<file path="src/rtl/rom_rr_arbiter.sv">
// Round-robin arbiter that shares one single-port ROM between requesters A and B.
// It issues one read per clock, returns the data with a valid pulse and checks the ROM address echo.
module rom_rr_arbiter #(
  parameter int DATA_WIDTH = 7,
  parameter int ADDR_WIDTH = 4
) (
  input  logic                  clk,
  input  logic                  rst_n,
  input  logic                  a_req,
  input  logic [ADDR_WIDTH-1:0] a_addr,
  output logic                  a_ack,
  output logic                  a_valid,
  output logic [DATA_WIDTH-1:0] a_data,
  input  logic                  b_req,
  input  logic [ADDR_WIDTH-1:0] b_addr,
  output logic                  b_ack,
  output logic                  b_valid,
  output logic [DATA_WIDTH-1:0] b_data,
  output logic                  rom_ena,
  output logic [ADDR_WIDTH-1:0] rom_addr,
  input  logic [DATA_WIDTH-1:0] rom_data,
  input  logic [ADDR_WIDTH-1:0] rom_addr_echo,
  output logic                  err,
  output logic                  busy
);

  typedef enum logic {IDLE, RD} state_t;

  state_t state;
  logic   ptr_b;
  logic   owner_b;
  logic   a_pend, b_pend, issue, win_b;

  // A port whose ack is still high is presenting the request that was just issued.
  always_comb begin
    a_pend = a_req & ~a_ack;
    b_pend = b_req & ~b_ack;
    issue  = a_pend | b_pend;
    win_b  = b_pend & (~a_pend | ptr_b);
  end

  always_ff @(posedge clk or negedge rst_n) begin
    if (!rst_n) begin
      state    <= IDLE;
      ptr_b    <= 1'b0;
      owner_b  <= 1'b0;
      a_ack    <= 1'b0;
      b_ack    <= 1'b0;
      a_valid  <= 1'b0;
      b_valid  <= 1'b0;
      a_data   <= '0;
      b_data   <= '0;
      rom_ena  <= 1'b0;
      rom_addr <= '0;
      err      <= 1'b0;
      busy     <= 1'b0;
    end else begin
      a_valid <= 1'b0;
      b_valid <= 1'b0;

      // Read completion: capture for the owner and compare the echoed address.
      if (state == RD) begin
        if (owner_b) begin
          b_data  <= rom_data;
          b_valid <= 1'b1;
        end else begin
          a_data  <= rom_data;
          a_valid <= 1'b1;
        end
        if (rom_addr_echo != rom_addr) err <= 1'b1;
      end

      // Issue: identical in IDLE and RD, which gives back-to-back reads.
      if (issue) begin
        rom_addr <= win_b ? b_addr : a_addr;
        rom_ena  <= 1'b1;
        a_ack    <= ~win_b;
        b_ack    <= win_b;
        owner_b  <= win_b;
        ptr_b    <= ~win_b;
        state    <= RD;
        busy     <= 1'b1;
      end else begin
        rom_ena  <= 1'b0;
        a_ack    <= 1'b0;
        b_ack    <= 1'b0;
        state    <= IDLE;
        busy     <= 1'b0;
      end
    end
  end

endmodule

</file>
<file path="config.mk">
export PLATFORM = sky130hd
export DESIGN_NAME = rom_rr_arbiter
export DESIGN_NICKNAME = d
export VERILOG_FILES = /design/src/rtl/rom_rr_arbiter.sv
export SDC_FILE = /design/constraint.sdc
export NUM_CORES = 1
export LEC_CHECK = 0
export CAP_MARGIN = 30
export CORE_ASPECT_RATIO = 0.9
export CORE_MARGIN = 4
export CORE_UTILIZATION = 40
export DETAILED_ROUTE_END_ITERATION = 6
export PLACE_DENSITY = 0.83
export REMOVE_ABC_BUFFERS = 1
export SETUP_SLACK_MARGIN = 0.1
export SLEW_MARGIN = 25
export SYNTH_ARGS = -nofsm -noshare
export SYNTH_HDL_FRONTEND = slang
export SYNTH_SLANG_ARGS = --single-unit
</file>
<file path="constraint.sdc">
create_clock -name clk -period 1.6 [get_ports clk]
set_input_delay 0.32 -clock clk [delete_from_list [all_inputs] [get_ports clk]]
set_output_delay 0.32 -clock clk [all_outputs]
set_load 0.02 [all_outputs]
</file>
# Yosys cells after proc, flatten, opt, wreduce, memory -nomap -nowiden
# Cells that the tools add are included.
[totals]
regBits = 26
latch_bits = 0
ramBits = 0
rom_bits = 0
input_bits = 23
out_inout_bits = 25
elab_cells = 33
memories = 0
[op_classes]
n_addsub = 0
multipliers = 0
div_mod_pow = 0
order_cmp = 0
n_eq_ne = 1
n_shift = 0
muxes = 8
bitwise_logic = 10
n_reduce_logical = 3
[op_table]
columns = ["operator", "n"]
rows = [
  ["1-bit 2-to-1 mux", 7],
  ["2-bit AND reduction", 3],
  ["1-bit inverter", 5],
  ["4-bit 2-to-1 mux", 1],
  ["4-bit inequality test", 1],
  ["1-bit bitwise AND", 3],
  ["1-bit OR", 2],
]

# Logic depth before layout (Yosys ltp)
[depth]
depth_word = 7
ltp_mapped = 5
depth_no_buf = 4

# Least setup slack after synthesis
# Ideal clock, no wire load.
[synth_path]
path_type = "reg2reg"
start = "register a_ack"
end = "register rom_addr[0]"
setup_ns = 0.123
t_arrival_ns = 1.118
t_required_ns = 1.477
slack_ns = 0.359
path_stages_with_launch = 5
path_buffers = 1
period_less_slack_ns = 1.241
cell_sequence = "dfrtp_1 nand2b_4 buf_6 a21o_4 o221a_1"
[synth_between]
elab_chain_len = 6
elab_cells_between_ends = 7
classes_between = "1 x mux; 6 x bitwise"
[synth_rtl]
columns = ["item", "line_no", "rtl"]
rows = [
  ["from (decl)", "11", "output logic a_ack,"],
  ["from (signal assigned)", "77", "a_ack <= ~win_b;"],
  ["1-bit inverter (*)", "36", "a_pend = a_req & ~a_ack;"],
  ["1-bit bitwise AND (*)", "36", ""],
  ["1-bit inverter", "39", "win_b = b_pend & (~a_pend | ptr_b);"],
  ["1-bit OR", "39", ""],
  ["1-bit bitwise AND", "39", ""],
  ["4-bit 2-to-1 mux", "75", "rom_addr <= win_b ? b_addr : a_addr;"],
  ["to (signal assigned)", "75", ""],
  ["to (decl)", "20", "output logic [ADDR_WIDTH-1:0] rom_addr,"],
]
# Mark *: on every way between the ends. The rest lies on a longest branch, timed or not.
# A chain may end at the register's enable or synchronous reset.

==> flow_metrics.env <==
export IMPL_status="completed"
export IMPL_end_kind="output port"
export IMPL_final_min_clock_period_ns=1.42
export IMPL_wl_mm=2.33
export IMPL_cp_start_kind="flop"
export IMPL_finalCritPeriodShare_pct=88.9
export IMPL_min_delay_path_class="input pin to async pin"
export IMPL_grt_overflow=0
export IMPL_globalRouteTotalUtil_pct=14.0
export IMPL_ys_top_cells_by_area="dfrtp_1, nand2_1, mux2_1"
export IMPL_ant_nets=0
export IMPL_dieArea_um2=3520
export IMPL_cts_tree="done"
export IMPL_drv_slew=0
export IMPL_rr_endpoint="b_data[3]"
export IMPL_synth_warnings=0
export IMPL_yosysTopAreaCellShare_pct=61.7
export IMPL_hpwl_mm=1.91
export IMPL_crit_chain="dlygate4sd2_1"
export IMPL_worstMarginPinSlew_ns=0.339
export IMPL_fill_cells=220
export IMPL_synth_compound_area_share_pct=7.95
export IMPL_rsz0062_at_grt="false"
export IMPL_setup_viol=0
export IMPL_pin_count=48
export IMPL_insertion_delay_ns=0.31
export IMPL_post_drt_wl_per_cell_um=14.4
export IMPL_power_mw=2.02
export IMPL_slowest_stage="dfrtp_1"
export IMPL_gp_congestion=0.829
export IMPL_rows=17
export IMPL_crit_path_max_fanout=5
export IMPL_path_buf_inv=1
export IMPL_slew_headroom_pct=77.4
export IMPL_synth_main_ff_cell="dfrtp_1"
export IMPL_r2r_cells=2
export IMPL_first_pass_iters=3
export IMPL_layout_nets=158
export IMPL_avgSynthCellArea_um2=12.4
export IMPL_critPathMaxStageDelay_ns=0.44
export IMPL_async_flop_share_pct=100
export IMPL_placed_area_um2=1540
export IMPL_crit_arrival_ns=1.10
export IMPL_max_freq_mhz=703
export IMPL_grt_busiest_layer="met2"
export IMPL_detail_route_iter0_violations=11
export IMPL_cts_sinks=26
export IMPL_final_area_um2=1550
export IMPL_p_leak_nw=0.735
export IMPL_drc=0
export IMPL_post_cts_buffers=0
export IMPL_initial_utilization_pct=42.4
export IMPL_ys_seq_area_share_pct=61.7
export IMPL_synth_top_family_by_area="simple AND/OR/NAND/NOR gates"
export IMPL_synthToLayoutAreaGrowth_pct=46.9
export IMPL_use_met1_pct=16.8
export IMPL_root_buffer="clkbuf_4"
export IMPL_synth_edf_count=0
export IMPL_clkTransAtPathRegs_ns=0.13
export IMPL_antenna_found_initial=0
export IMPL_use_met3_pct=5.20
export IMPL_ir_drop_mv=0.866
export IMPL_synth_xor_area_share_pct=3.32
export IMPL_fin_tns_setup_ns=0
export IMPL_critPathTopFamily="flip-flops"
export IMPL_htree_levels=1
export IMPL_skew_ns=0.00227
export IMPL_cts_resized=25
export IMPL_use_met2_pct=23.2
export IMPL_dieHeight_um=56.7
export IMPL_numCtsBuffers=3
export IMPL_via_count=787
export IMPL_netlist_area_um2=1050
export IMPL_hold_viol=0
export IMPL_synth_mux_area_fraction_pct=8.42
export IMPL_synth_fa_ha_area_share_pct=0
export IMPL_clockBufferDepth=2
export IMPL_yosys_area_share_simple_pct=14.9
export IMPL_die_w_um=62.1
export IMPL_grt_max_degree=27
export IMPL_ctsHoldBuffers=0
export IMPL_avgViaCountPerCell=4.86
export IMPL_cap_violations=0
export IMPL_core_um2=2490
export IMPL_ys_seq_elements=26
export IMPL_first_global_vias=840
export IMPL_crit_type="flop to output port"
export IMPL_io_buffers=47
export IMPL_grt_pass1_wl_mm=3.97
export IMPL_r2r_start="state"
export IMPL_drive_above_1_share_pct=9.70
export IMPL_synthCells=85
export IMPL_p_per_area_nw_per_um2=1300
export IMPL_yosys_area_top_type="dfrtp_1"
export IMPL_worstPathRequired_ns=1.28
export IMPL_reg2reg_slack_ns=0.38
export IMPL_ys_types=21
export IMPL_n_antenna_cell=0
==> sequential cells by signal (all words and copies together), names as in the netlist <==
signal,count
a_ack,1
a_data,7
a_valid,1
b_ack,1
b_data,7
b_valid,1
err,1
owner_b,1
ptr_b,1
rom_addr,4
state,1
==> synth_stat cells, types with 2 or more instances <==
cell,number
dfrtp_1,26
inv_1,3
mux2_1,4
mux2_2,3
nand2_1,23
nand2b_1,2
nand3b_1,4
o221a_1,4
xnor2_1,4
==> metrics by stage <==
stage	instances	hold slack (ns)	setup WS, ns	utilization [%]
finish	162	0.364	0.177	62.2
detailed placement	158	0.452	0.0347	62.0
global route	162	0.368	0.112	62.2
CTS	162	0.361	0.141	62.2
global placement	158	0.443	0.106	62.0
floorplan	82	0.0244	0.267	-
==> per-layer routing <==
metal  wire, um  vias up
li1           -      382
met1        999      366
met2       1130       39
met3        200        0
met4          0        0
met5          0        -
==> logic make-up after synthesis <==
kind of cell,Yosys count
xor gates and xnor gates,4
AOI/OAI and AO/OA,8
DFF,26
muxes,8
buffers and inverters,7
and+or+nand+nor,32
==> worst max-delay path by stage <==
stage	start	to	slack (ns)	cells after the start
final	state	busy	0.18	1
after global routing	state	busy	0.11	1
after CTS	state	busy	0.14	1
after detailed placement	b_req	rom_addr[1]	0.03	4
after global placement	b_req	rom_addr[0]	0.11	4
after floorplan	state	b_data[0]	0.27	2
==> area by class of cell <==
class                           instances  area [um2]  share of cell area, %
Multi-Input combinational cell         52         365                   23.6
Inverter                                4        15.0                  0.969
Clock buffer                            4        36.3                   2.34
Timing Repair Buffer                   48         447                   28.8
Sequential cell                        26         651                   42.0
Tap cell                               28        35.0                   2.26
==> report_power, final <==
group	switching [mW]	leakage (nW)	total [mW]	internal [mW]
Clock	0.173	0.0210	0.312	0.139
Combinational	0.432	0.408	0.778	0.346
Sequential	0.102	0.306	0.931	0.829
Total	0.708	0.735	2.02	1.31
==> cells in the final DEF (no fill, tap or decap), drive strengths merged, types with 3 or more instances in the layout <==
| master | netlist | final |
|---|---|---|
| clkbuf | 0 | 4 |
| clkdlybuf4s50 | 0 | 22 |
| dfrtp | 26 | 26 |
| dlygate4sd2 | 0 | 25 |
| inv | 4 | 4 |
| mux2 | 7 | 7 |
| nand2 | 23 | 23 |
| nand2b | 3 | 3 |
| nand3b | 4 | 4 |
| o221a | 4 | 4 |
| xnor2 | 4 | 4 |
(Power assumes the default switching activity.)
